===== config.mk =====
export PLATFORM = sky130hd
export DESIGN_NAME = seg7_scan_mux
export DESIGN_NICKNAME = d
export VERILOG_FILES = /design/src/rtl/seg7_pkg.sv /design/src/rtl/seg7_hex_decode.sv /design/src/rtl/seg7_scan_mux.sv
export SDC_FILE = /design/constraint.sdc
export NUM_CORES = 1
export LEC_CHECK = 0
export ABC_CLOCK_PERIOD_IN_PS = 7440
export CAP_MARGIN = 40
export CORE_AREA = 10 10 110 112
export CTS_CLUSTER_DIAMETER = 200
export DETAILED_ROUTE_END_ITERATION = 7
export DIE_AREA = 0 0 120 122
export PLACE_DENSITY = 0.92
export RECOVER_POWER = 100
export SLEW_MARGIN = 15
export SYNTH_ARGS = -nofsm -noshare
export SYNTH_HDL_FRONTEND = slang
export SYNTH_HIERARCHICAL = 1
export SYNTH_SLANG_ARGS = --single-unit

===== constraint.sdc =====
create_clock -name clk -period 7.44 [get_ports clk]
set_input_delay 0.744 -clock clk [delete_from_list [all_inputs] [get_ports clk]]
set_output_delay 0.744 -clock clk [all_outputs]
set_load 0.1 [all_outputs]

===== src/rtl/seg7_pkg.sv =====
// Shared glyph constants and helpers for the seg7 scan multiplexer.
// Glyphs are canonical active-low {g,f,e,d,c,b,a}; polarity is applied at the outputs.
package seg7_pkg;

    localparam int unsigned PWM_STEPS = 16;

    localparam logic [6:0] SEG_HEX_0 = 7'b1000000;
    localparam logic [6:0] SEG_HEX_1 = 7'b1111001;
    localparam logic [6:0] SEG_HEX_2 = 7'b0100100;
    localparam logic [6:0] SEG_HEX_3 = 7'b0110000;
    localparam logic [6:0] SEG_HEX_4 = 7'b0011001;
    localparam logic [6:0] SEG_HEX_5 = 7'b0010010;
    localparam logic [6:0] SEG_HEX_6 = 7'b0000010;
    localparam logic [6:0] SEG_HEX_7 = 7'b1111000;
    localparam logic [6:0] SEG_HEX_8 = 7'b0000000;
    localparam logic [6:0] SEG_HEX_9 = 7'b0010000;
    localparam logic [6:0] SEG_HEX_A = 7'b0001000;
    localparam logic [6:0] SEG_HEX_B = 7'b0000011;
    localparam logic [6:0] SEG_HEX_C = 7'b1000110;
    localparam logic [6:0] SEG_HEX_D = 7'b0100001;
    localparam logic [6:0] SEG_HEX_E = 7'b0000110;
    localparam logic [6:0] SEG_HEX_F = 7'b0001110;
    localparam logic [6:0] SEG_MINUS = 7'b0111111;
    localparam logic [6:0] SEG_BLANK = 7'b1111111;

    // Index of the highest nonzero nibble among the first n_digits; 0 when all are zero.
    function automatic logic [3:0] msd_index(input logic [31:0] nibbles, input int unsigned n_digits);
        logic [3:0] msd;
        msd = '0;
        for (int unsigned i = 0; i < 8; i++) begin
            if (i < n_digits && nibbles[4*i +: 4] != 4'h0) begin
                msd = 4'(i);
            end
        end
        return msd;
    endfunction

endpackage


===== src/rtl/seg7_hex_decode.sv =====
// Combinational hex nibble to canonical active-low 7-segment glyph.
module seg7_hex_decode
    import seg7_pkg::*;
(
    input  logic [3:0] nib_i,
    output logic [6:0] glyph_o
);

    always_comb begin
        glyph_o = SEG_BLANK;
        case (nib_i)
            4'h0: glyph_o = SEG_HEX_0;
            4'h1: glyph_o = SEG_HEX_1;
            4'h2: glyph_o = SEG_HEX_2;
            4'h3: glyph_o = SEG_HEX_3;
            4'h4: glyph_o = SEG_HEX_4;
            4'h5: glyph_o = SEG_HEX_5;
            4'h6: glyph_o = SEG_HEX_6;
            4'h7: glyph_o = SEG_HEX_7;
            4'h8: glyph_o = SEG_HEX_8;
            4'h9: glyph_o = SEG_HEX_9;
            4'hA: glyph_o = SEG_HEX_A;
            4'hB: glyph_o = SEG_HEX_B;
            4'hC: glyph_o = SEG_HEX_C;
            4'hD: glyph_o = SEG_HEX_D;
            4'hE: glyph_o = SEG_HEX_E;
            4'hF: glyph_o = SEG_HEX_F;
            default: glyph_o = SEG_BLANK;
        endcase
    end

endmodule


===== src/rtl/seg7_scan_mux.sv =====
// Time-multiplexed N-digit 7-segment driver with frame-synchronous input capture,
// leading-zero blanking, floating minus sign and 16-level PWM brightness.
module seg7_scan_mux
    import seg7_pkg::*;
#(
    parameter int unsigned N_DIGITS       = 4,
    parameter int unsigned PRESCALE       = 50000,
    parameter bit          SEG_ACTIVE_LOW = 1'b1,
    parameter bit          AN_ACTIVE_LOW  = 1'b1
) (
    input  logic                    clk,
    input  logic                    rst,
    input  logic [4*N_DIGITS-1:0]   digits,
    input  logic [N_DIGITS-1:0]     dp,
    input  logic                    neg,
    input  logic                    blank_lz,
    input  logic [3:0]              bright,
    input  logic                    load,
    output logic [7:0]              seg,
    output logic [N_DIGITS-1:0]     an,
    output logic                    frame_done
);

    localparam int unsigned CW   = $clog2(PRESCALE);
    localparam int unsigned IW   = $clog2(N_DIGITS);
    localparam int unsigned SLOT = PRESCALE / PWM_STEPS;

    localparam logic [7:0]          SEG_OFF = SEG_ACTIVE_LOW ? 8'hFF : 8'h00;
    localparam logic [N_DIGITS-1:0] AN_OFF  = AN_ACTIVE_LOW ? {N_DIGITS{1'b1}} : {N_DIGITS{1'b0}};

    logic [CW-1:0]           cnt_q, cnt_d;
    logic [IW-1:0]           idx_q, idx_d;
    logic [7:0]              seg_q, seg_d;
    logic [N_DIGITS-1:0]     an_q, an_d;
    logic                    frame_done_q;

    logic [4*N_DIGITS-1:0]   pend_digits_q, sh_digits_q;
    logic [N_DIGITS-1:0]     pend_dp_q, sh_dp_q;
    logic                    pend_neg_q, sh_neg_q;
    logic                    pend_blz_q, sh_blz_q;
    logic                    pend_vld_q;

    logic                    tc, wrap;
    logic [3:0]              phase;
    logic [3:0]              msd, minus_pos, idx4;
    logic [3:0]              nib;
    logic [6:0]              hex_glyph, glyph;
    logic [N_DIGITS-1:0]     an_onehot;

    assign tc    = (cnt_q == CW'(PRESCALE - 1));
    assign wrap  = tc && (idx_q == IW'(N_DIGITS - 1));
    assign cnt_d = tc ? '0 : cnt_q + 1'b1;
    assign idx_d = tc ? (wrap ? '0 : idx_q + 1'b1) : idx_q;
    assign phase = 4'(cnt_q / CW'(SLOT));

    assign idx4 = 4'(idx_q);
    assign nib  = sh_digits_q[{idx_q, 2'b00} +: 4];
    assign msd  = msd_index(32'(sh_digits_q), N_DIGITS);

    seg7_hex_decode u_dec (
        .nib_i   (nib),
        .glyph_o (hex_glyph)
    );

    always_comb begin
        if (sh_blz_q && (int'(msd) + 1 < int'(N_DIGITS))) begin
            minus_pos = msd + 4'd1;
        end else begin
            minus_pos = 4'(N_DIGITS - 1);
        end

        // Minus outranks blanking so it can float into the first blanked position.
        glyph = hex_glyph;
        if (sh_neg_q && (|sh_digits_q) && idx4 == minus_pos) begin
            glyph = SEG_MINUS;
        end else if (sh_blz_q && idx4 > msd) begin
            glyph = SEG_BLANK;
        end

        seg_d = {~sh_dp_q[idx_q], glyph};
        if (!SEG_ACTIVE_LOW) begin
            seg_d = ~seg_d;
        end

        an_onehot = '0;
        if (phase < bright) begin
            an_onehot[idx_q] = 1'b1;
        end
        an_d = AN_ACTIVE_LOW ? ~an_onehot : an_onehot;
    end

    always_ff @(posedge clk or posedge rst) begin
        if (rst) begin
            cnt_q         <= '0;
            idx_q         <= '0;
            seg_q         <= SEG_OFF;
            an_q          <= AN_OFF;
            frame_done_q  <= 1'b0;
            pend_digits_q <= '0;
            pend_dp_q     <= '0;
            pend_neg_q    <= 1'b0;
            pend_blz_q    <= 1'b0;
            pend_vld_q    <= 1'b0;
            sh_digits_q   <= '0;
            sh_dp_q       <= '0;
            sh_neg_q      <= 1'b0;
            sh_blz_q      <= 1'b0;
        end else begin
            cnt_q        <= cnt_d;
            idx_q        <= idx_d;
            seg_q        <= seg_d;
            an_q         <= an_d;
            frame_done_q <= wrap;

            if (load) begin
                pend_digits_q <= digits;
                pend_dp_q     <= dp;
                pend_neg_q    <= neg;
                pend_blz_q    <= blank_lz;
                pend_vld_q    <= 1'b1;
            end

            // A load landing on the wrap cycle bypasses pending and still clears the flag.
            if (wrap) begin
                pend_vld_q <= 1'b0;
                if (load) begin
                    sh_digits_q <= digits;
                    sh_dp_q     <= dp;
                    sh_neg_q    <= neg;
                    sh_blz_q    <= blank_lz;
                end else if (pend_vld_q) begin
                    sh_digits_q <= pend_digits_q;
                    sh_dp_q     <= pend_dp_q;
                    sh_neg_q    <= pend_neg_q;
                    sh_blz_q    <= pend_blz_q;
                end
            end
        end
    end

    assign seg        = seg_q;
    assign an         = an_q;
    assign frame_done = frame_done_q;

endmodule


==> impl_metrics.ini, run 1 <==
[clock_tree]
clock_path_buffers = 2
htreeDepth = 3
clk_pin_slew_worst_paths_ps = 90
ctsHoldBuffers = 0
postCtsSetupBuffers = 0
cts_buffers = 9
clock-sinks = 76
cts-resized-gates = 0
clock-root-buffer = clkbuf_8
clk_latency_ps = 380
cts_tree = yes

[logic_synthesis]
yosys.area_share.simple_pct = 17.84
async_flop_share_pct = 100.0
synth-seq-area-share_pct = 32.64
ys_ff_latch = 76
synth_top_cell_by_area = dfrtp_1
synth.distinct_cells = 89
ys.flop_type = dfrtp_1
netlist_top_cells_area = dfrtp_1 27%, mux2_2 8.6%, dfstp_2 5.4%, xnor2_1 4.8%, ha_1 4.7%
synthesis.area_um2 = 5872
synth_compound_area_share_pct = 22.08
syn_area_per_cell_um2 = 9.262
synth_top_family_by_area = compound AO/OA/AOI/OAI gates
synthAdderAreaFrac_pct = 4.858
synth_xor_area_share_pct = 5.071
synth_nets = 685
synth_mux_area_share_pct = 13.30
syn_inst = 634
synth_top_area_share_pct = 27.27
synth-warning-count = 6
synth-edff-count = 0

[timing]
rsz0062_at_grt = false
finalCritPeriodShare_pct = 90.83
setup_violations = 0
tightest_slew_ps = 2978
fin_tns_setup_ps = 0
finClkSkew_ps = 19.19
relSlewSlack_pct = -98.56
slew_viol_final = 60
fmax_mhz = 148.0
finalHoldWorstSlack_ps = 492.0
hold_viol_final = 0
min_period_ps = 6757

[power]
p_total_mw = 0.7787
p_leak_nw = 2.773
power.share.clock_pct = 39.1
p_comb_share_pct = 5.8
p_sw_share_pct = 26.30
seqPwrFrac_pct = 55.1
max-vdd-ir-drop_mv = 0.08569
intPower_mw = 0.5738
p_per_area_nw_per_um2 = 117.0
p_sw_mw = 0.2048

[setup_path]
cp_data_required_time_ps = 7710
timing.rr.start = cnt_q[11]$_DFF_PP0_
endpoint = an[0]$_DFF_PP1_
worst_r2r_path_depth = 24
cp-end-kind = flip-flop
critPathLaunchType = flip-flop
critPathLaunch = cnt_q[11]$_DFF_PP0_
cp_max_fo = 13
crit_type = reg2reg
crit_arrival_ps = 7030
r2r_end = an[0]$_DFF_PP1_
reg2reg_setup_slack_ps = 680

[detailed_routing]
wl_met1_mm = 6.874
dr_wl_met3_mm = 1.177
routed.top_layer = met4
met2_length_mm = 8.593
ant_nets = 0
via_count = 5461
drc = 0
dr.pass1.iters = 7
vias_per_cell = 6.668
wl_per_cell_um = 21.17
wl_mm = 17.34
drt_iter0_drc = 551

[floorplanning]
core.rowCount = 37
boundaryPins = 42
die_y_um = 122
die-area_um2 = 14640
dieWidth_um = 120
coreArea_um2 = 10050
start_util_pct = 58.45

[layout]
final_area_um2 = 6653
final_nets = 729
diodes = 0
area_growth_syn_to_layout_pct = 13.30
finish.utilization_pct = 66.22
layout-drive-gt1-share_pct = 13.03

[global_routing]
grt_max_degree = 60
groute.usage.overall_pct = 23.53
grt_overflow = 0
antenna_found_initial = 0
grt_first_pass_wirelength_mm = 27.93
first_global_vias = 5439

[placement]
placed_area_um2 = 6638
place.gp.congestion = 0.9559
place.port_buffers = 41
hpwl_mm = 12.91

[run]
drv_cap = 1

[min_path]
hp-class = reg2reg

[outcome]
status = finished with violations
failed_checks = max-capacitance violations, max-slew violations
state kept, by name, summed over array words and instances, names as in the netlist:
register / cells
pend_blz_q: 1
sh_blz_q: 1
idx_q: 2
pend_digits_q: 16
pend_dp_q: 4
frame_done: 1
sh_neg_q: 1
pend_vld_q: 1
sh_digits_q: 16
cnt_q: 16
seg: 8
an: 4
pend_neg_q: 1
sh_dp_q: 4
layout by cell type, fill, tap and decap left out, types with 16 or more instances in the layout:
cell / n
clkdlybuf4s50_1: 37
mux2_1: 22
o21ai_0: 49
inv_1: 21
clkbuf_1: 16
a21oi_1: 24
mux2_2: 23
nand3_1: 21
nor2_1: 52
xnor2_1: 32
nand2_1: 27
dfrtp_1: 64
nor3_1: 17
ha_1: 22
kinds of logic (layout without fill, tap and decap cells):
kind of cell             count (synthesis)  count (layout)
multiplexers                            64              64
AO/OA/AOI/OAI                          183             183
XOR/XNOR                                34              34
adder cells (fa/ha/maj)                 23              23
AND/OR/NAND/NOR                        195             195
buffers and inverters                   59             108
flip-flops                              76              76
stage by stage:
step,cells,setup WS [ps]
2_1_floorplan,634,2043
3_3_place_gp,787,942.6
3_5_place_dp,802,554.7
4_1_cts,818,506.4
5_1_grt,819,141.6
6_report,819,682.5
synth_stat cells (7+ instances only):
cell,n
and3_1,12
clkbuf_1,18
mux2_2,45
nor2_1,52
dfrtp_1,64
inv_1,22
buf_1,7
xnor2_1,32
nand2_1,27
nand3_1,21
nor3_1,17
o21ai_0,49
o211ai_1,15
nand2b_1,10
nor4_1,7
a21oi_1,24
mux2i_1,12
dfstp_2,12
ha_1,22
o31ai_1,7
a31oi_1,8
worst min-delay path by stage:
| stage | start | to | slack (ps) | depth (start not counted) |
|---|---|---|---|---|
| floorplan | pend_vld_q$_DFFE_PP0P_ | pend_vld_q$_DFFE_PP0P_ | 440 | 2 |
| global placement | pend_vld_q$_DFFE_PP0P_ | pend_vld_q$_DFFE_PP0P_ | 450 | 2 |
| detailed placement | pend_vld_q$_DFFE_PP0P_ | pend_vld_q$_DFFE_PP0P_ | 470 | 2 |
| CTS | pend_vld_q$_DFFE_PP0P_ | pend_vld_q$_DFFE_PP0P_ | 490 | 2 |
| global route | pend_dp_q[3]$_DFFE_PP0P_ | pend_dp_q[3]$_DFFE_PP0P_ | 520 | 1 |
| finish | pend_vld_q$_DFFE_PP0P_ | pend_vld_q$_DFFE_PP0P_ | 490 | 2 |
power by group through the flow:
| stage | Clock [mW] | Combinational, mW | Sequential (mW) |
|---|---|---|---|
| 6_report | 0.304 | 0.0452 | 0.429 |
| 5_1_grt | 0.327 | 0.0494 | 0.430 |
| 4_1_cts | 0.307 | 0.0517 | 0.429 |
| 3_5_place_dp | 0 | 0.0516 | 0.437 |
| 3_3_place_gp | 0 | 0.0455 | 0.435 |
| 2_1_floorplan | 0 | 0.0241 | 0.436 |
per-layer routing:
metal | up-vias | global-route usage, %
met5 | - | 0
met4 | 0 | 10.03
met3 | 68 | 4.625
met2 | 317 | 41.99
met1 | 2606 | 26.99
li1 | 2470 | -
layout make-up:
cell class                 instances  area, um^2
sequential                        76        1917
timing repair buffer              66       578.1
inverter                          26       102.6
clock buffer                       9       123.9
clock inverter                     7       57.56
fill                             808        3393
multi-input combinational        499        3704
tap                              136       170.2
critical path, cell delays in order (launching register included):
cell and delay, ps:
dfrtp_1 540, nor4_2 500, o22a_1 450, a2111oi_0 220, o32a_1 430, o31ai_2 410, buf_4 250, inv_2 110
a311o_2 450, a41oi_4 310, nor2_4 120, clkinv_4 130, xnor2_1 130, ha_1 300, nor3_1 160, o21ai_0 100
o21ai_0 260, nor3_2 110, or3_1 460, ha_1 230, a21o_1 160, a21oi_1 170, o31ai_1 90, o21ai_0 370
o211ai_1 170
Note: power is estimated with default switching activity, not from simulation.
==> inputs of run 2 (changes only) <==
Settings changed: CORE_AREA 10 10 110 112 to 10 10 107 109, DIE_AREA 0 0 120 122 to 0 0 117 119, DONT_BUFFER_PORTS set to 1, PLACE_DENSITY 0.92 to 0.91.
==> run 2 against run 1 <==
  * The flow still finishes with violations (max-capacitance violations, max-slew violations)
  * Critical endpoint unchanged
  * Clock power up 12%
  * Sequential cell count unchanged
  * Design area down 7.7%
  * Clock-buffer cell count unchanged
  * Register-to-register slack better by 90 ps
  * Worst hold slack worse by 9.9 ps
  * Maximum frequency up 1.4%
  * Via count down 6.1%
  * Die area down 4.9%
  * Largest power group unchanged
  * Clock skew down 6.7 ps
==> impl_metrics.ini, run 2 (same netlist as run 1, synthesis figures left out) <==
[run]
drv_cap = 1

[detailed_routing]
dr_wl_met3_um = 909
drt_iter0_drc = 380
met2_length_mm = 7.295
wl_met1_mm = 6.262
dr.pass1.iters = 5
wl_mm = 14.96
via_count = 5130
routed.top_layer = met4
ant_nets = 0
vias_per_cell = 6.914
drc = 0
wl_per_cell_um = 20.16

[timing]
finalCritPeriodShare_pct = 89.61
setup_violations = 0
tightest_slew_ps = 2952
relSlewSlack_pct = -96.78
finClkSkew_ps = 12.49
rsz0062_at_grt = false
fmax_mhz = 150.0
min_period_ps = 6667
fin_tns_setup_ps = 0
slew_viol_final = 62
hold_viol_final = 0

[global_routing]
antenna_found_initial = 0
grt_overflow = 0
groute.usage.overall_pct = 21.73
grt_first_pass_wirelength_mm = 24.94
first_global_vias = 5020
grt_max_degree = 62

[layout]
diodes = 0
layout-drive-gt1-share_pct = 13.38
largestRegisters = cnt_q (16), pend_digits_q (16), sh_digits_q (16)
mostFrequentLayoutCells = 64 x dfrtp_1, 52 x nor2_1, 49 x o21ai_0
area_growth_syn_to_layout_pct = 4.560
final_nets = 674
final_common_cell = dfrtp_1
finish.utilization_pct = 64.91

[clock_tree]
htreeDepth = 3
clock-root-buffer = clkbuf_8
clock_path_buffers = 2
postCtsSetupBuffers = 0
cts_tree = yes
cts_buffers = 9
clock-sinks = 76
clk_latency_ps = 350
ctsHoldBuffers = 0
cts-resized-gates = 0
clk_pin_slew_worst_paths_ps = 90

[setup_path]
critPathLaunchType = flip-flop
crit_arrival_ps = 6930
critPathMaxStageDelay_ps = 740
cp_common_cell = o21ai_0
cp-end-kind = flip-flop
cp_data_required_time_ps = 7700
crit_type = reg2reg
cp_slowest_cell = dfrtp_1
cp_max_fo = 22
crit_chain = a21oi_1 > o22a_1 > a2111oi_0 > o32a_1 > o31ai_2 > buf_4 > inv_2 > a311o_1 > a41oi_4 > nor2_4 > clkinv_4 > xnor2_1 > ha_1 > nor3_1 > o21ai_0 > o21ai_0 > nor3_2 > or3_1 > ha_1 > a21o_1 > a21oi_1 > o31ai_1 > o21ai_0 > o211ai_1

[floorplanning]
boundaryPins = 42
coreArea_um2 = 9459
die-area_um2 = 13920
dieWidth_um = 117
core.rowCount = 36
die_y_um = 119
start_util_pct = 62.08

[min_path]
hp-class = reg2reg

[placement]
hpwl_mm = 11.26
place.gp.congestion = 0.9572
place.port_buffers = 0

[power]
p_per_area_nw_per_um2 = 129.5
p_leak_nw = 2.589
max-vdd-ir-drop_mv = 0.09143

[outcome]
failed_checks = max-capacitance violations, max-slew violations
status = finished with violations
## run 2: cell count changes in the layout (fill, tap and decap cells not counted), moves of 4 or more
cell	before	now
dfstp_1	0	12
mux2_1	22	12
dfstp_2	12	0
clkbuf_1	16	4
clkdlybuf4s50_1	37	0
dlygate4sd3_1	4	0
mux2_2	23	33
## run 2: power by group
group / internal [mW] / leakage [nW] / switching (mW)
logic: 0.0108 / 1.54 / 0.0155
clock network: 0.163 / 0.105 / 0.177
registers: 0.425 / 0.944 / 0.00366
total: 0.599 / 2.59 / 0.196
## run 2: through the flow
step	area [um^2]	power, mW	instances	hold slack [ps]	setup slack, ps
after floorplan	5872	0.4600	634	442.9	2043
after global placement	5922	0.4639	722	454.3	947.1
after detailed placement	5964	0.4677	724	465.5	566.2
after CTS	6175	0.8066	740	271.3	551.3
after global routing	6140	0.8269	742	520.2	217.3
final	6140	0.7948	742	482.2	772.7
## run 2: final timing paths
path / from / slack (ps) / depth (start not counted) / endpoint
setup reg to reg: cnt_q[5]$_DFF_PP0_ / 770 / 24 / an[0]$_DFF_PP1_
hold / removal: pend_vld_q$_DFFE_PP0P_ / 480 / 2 / pend_vld_q$_DFFE_PP0P_
setup / recovery: cnt_q[5]$_DFF_PP0_ / 770 / 24 / an[0]$_DFF_PP1_
max in group asynchronous: rst / 3630 / 3 / pend_blz_q$_DFFE_PP0P_
hold reg to reg: pend_vld_q$_DFFE_PP0P_ / 480 / 2 / pend_vld_q$_DFFE_PP0P_
min in group asynchronous: rst / 530 / 2 / cnt_q[10]$_DFF_PP0_
## run 2: worst max-delay path: cells and delay by family, from the launching register on
| family | cells | cell delay [ps] |
|---|---|---|
| xor gates and xnor gates | 1 | 210 |
| buffers and inverters | 3 | 510 |
| and+or+nand+nor | 4 | 960 |
| adders and majority gates | 2 | 540 |
| DFF | 1 | 740 |
| AOI/OAI and AO/OA | 14 | 3590 |
## run 2: metal layers
layer,vias to the layer above,track usage (%)
li1,2366,-
met2,258,35.98
met3,41,3.815
met4,0,8.887
met5,-,0
met1,2465,27.17
## run 2: final cells by class
type / count / area (um^2)
Tap cell: 114 / 142.6
Timing Repair Buffer: 11 / 65.06
Clock buffer: 9 / 123.9
Sequential cell: 76 / 1917
Clock inverter: 7 / 86.33
Fill cell: 747 / 3319
Inverter: 26 / 102.6
Multi-Input combinational cell: 499 / 3702
==> inputs of run 3 (changes only) <==
Settings changed: ABC_CLOCK_PERIOD_IN_PS 7440 to 7300.
Clock period 7.44 ns to 7.3 ns, I/O delays scaled along.
==> run 3 against run 2 <==
  * First-iteration DRC count grew 3.4%
  * Power is 3.6% lower
  * Worst setup slack worse by 160 ps
  * Clock power is 11% lower
  * Sequential power increased by 2%
  * Largest cell class unchanged
  * Design area is 0.12% lower
  * Combinational power rose by 2%
  * Non-clock buffer count grew 1
  * Global-route usage up 0.12 points
  * Clock skew grew 4.7 ps
  * The run still ends with max-capacitance violations, max-slew violations left
  * Routed wire length increased by 0.55%
  * Sequential cell count stayed put
==> impl_metrics.ini, run 3 (same netlist as run 1, synthesis figures left out) <==
[global_routing]
groute.usage.overall_pct = 21.84
first_global_vias = 5041
grt_first_pass_wirelength_mm = 24.94
grt_overflow = 0
grt_max_degree = 61
antenna_found_initial = 0

[setup_path]
r2r_end = an[3]$_DFF_PP1_
path_buf_inv = 2
cp_common_cell = o21ai_0
crit_chain = nor4_2 > o22a_1 > a2111oi_0 > o32a_1 > o31ai_4 > inv_2 > a311o_2 > a41oi_4 > nor2_4 > clkinv_4 > xnor2_1 > ha_1 > nor3_1 > o21ai_0 > o21ai_0 > nor3_2 > or3_1 > ha_1 > a21o_1 > a21oi_1 > o31ai_1 > o21ai_0 > o211ai_1
cp_data_required_time_ps = 7570
crit_type = reg2reg
worst_r2r_path_depth = 23
timing.rr.start = cnt_q[10]$_DFF_PP0_
cp-end-kind = flip-flop
critPathLaunch = cnt_q[10]$_DFF_PP0_
reg2reg_setup_slack_ps = 610
critPathLaunchType = flip-flop
cp_slowest_cell = dfrtp_1
cp_max_fo = 16
critPathMaxStageDelay_ps = 600
critPathTopFamily = compound AO/OA/AOI/OAI gates
crit_arrival_ps = 6950

[power]
intPower_mw = 0.5720
p_total_mw = 0.7661
p_comb_share_pct = 3.5
max-vdd-ir-drop_mv = 0.06943
p_per_area_nw_per_um2 = 124.9
p_sw_share_pct = 25.34
p_sw_mw = 0.1941
power.share.clock_pct = 39.5
p_leak_nw = 2.585
seqPwrFrac_pct = 57.0

[floorplanning]
die_y_um = 119
dieWidth_um = 117
coreArea_um2 = 9459
core.rowCount = 36
boundaryPins = 42
die-area_um2 = 13920
start_util_pct = 62.08

[clock_tree]
cts_buffers = 9
cts_tree = yes
clock-sinks = 76
htreeDepth = 3
postCtsSetupBuffers = 0
clock_path_buffers = 2
ctsHoldBuffers = 0
clock-root-buffer = clkbuf_8
clk_pin_slew_worst_paths_ps = 90
clk_latency_ps = 360

[timing]
hold_viol_final = 0
slew_viol_final = 61
finClkSkew_ps = 17.23
rsz0062_at_grt = false
finalCritPeriodShare_pct = 91.60
min_period_ps = 6687
relSlewSlack_pct = -92.87
tightest_slew_ps = 2893
setup_violations = 0
fmax_mhz = 149.5
fin_tns_setup_ps = 0

[layout]
mostFrequentLayoutCells = 64 x dfrtp_1, 52 x nor2_1, 49 x o21ai_0
final_area_um2 = 6132
largestRegisters = cnt_q (16), pend_digits_q (16), sh_digits_q (16)
multiInputGateArea_um2 = 3712
final_nets = 675
final_common_cell = dfrtp_1
fin_cells = 743
layout-drive-gt1-share_pct = 13.35
diodes = 0
area_growth_syn_to_layout_pct = 4.432
fillers = 742
register_area_um2 = 1917

[detailed_routing]
ant_nets = 0
wl_mm = 15.04
drt_iter0_drc = 393
via_count = 5064
dr.pass1.iters = 5
wl_per_cell_um = 20.25
drc = 0
vias_per_cell = 6.816

[run]
drv_cap = 1

[min_path]
hp-class = reg2reg
hp-start = pend_vld_q$_DFFE_PP0P_
hold_depth = 2
min_to = pend_vld_q$_DFFE_PP0P_

[outcome]
failed_checks = max-capacitance violations, max-slew violations
status = finished with violations

[placement]
placed_area_um2 = 5979
place.gp.congestion = 0.9887
place.port_buffers = 0
hpwl_mm = 11.55
dp.cells = 726
[run 3: cell types whose count changed in the layout (fill, tap and decap cells not counted), sizes merged]
cell,change
inv,-1
clkinv,+1
buf,+2
bufinv,-1
clkbuf,-1
clkinvlp,+1
[run 3: stage by stage]
| stage | util [%] | setup slack [ps] | hold slack (ps) |
|---|---|---|---|
| final | 64.83 | 613.1 | 480.1 |
| after global routing | 64.83 | 41.60 | 518.8 |
| after CTS | 65.13 | 383.1 | 261.6 |
| after detailed placement | 63.21 | 425.7 | 472.1 |
| after global placement | 62.76 | 847.9 | 453.9 |
| after floorplan | - | 1903 | 442.9 |
[run 3: per-layer routing]
metal  wire length, um  track usage [%]
met2              7437            37.14
met1              6135            26.53
met4               494            9.505
met5                 0                0
met3               976            3.363
[run 3: final cells by class]
class | instances | area share (%)
flip-flops and latches | 76 | 31.26
inverters | 26 | 1.673
repair buffers | 12 | 1.245
well taps | 114 | 2.326
multi-input cells | 499 | 60.54
clock inverters | 7 | 0.9386
clock buffers | 9 | 2.020
[run 3: worst max path at each step]
stage          slack (ps)              end  depth (start not counted)
5_1_grt                40  an[2]$_DFF_PP1_                         24
3_3_place_gp          850  an[2]$_DFF_PP1_                         23
3_5_place_dp          430  an[3]$_DFF_PP1_                         23
4_1_cts               380  an[3]$_DFF_PP1_                         24
2_1_floorplan        1900  an[0]$_DFF_PP1_                         25
6_report              610  an[3]$_DFF_PP1_                         23
[run 3: tightest hold or removal path: stages, from the launching register on]
cell and delay (ps):
dfrtp_1 330, nor2_1 40, nor2_1 70
[run 3: power groups by stage]
stage,Combinational (mW),Sequential [mW],Clock (mW)
2_1_floorplan,0.0245,0.444,0
3_3_place_gp,0.0281,0.445,0
3_5_place_dp,0.0318,0.446,0
4_1_cts,0.0319,0.438,0.307
5_1_grt,0.0304,0.438,0.324
6_report,0.0267,0.437,0.303
[run 3: what timing repair did]
item / in CTS / in global routing
resized for setup: 0 / 1
hold endpoints to repair: 0 / 0
endpoints found under the setup margin: 0 / 4
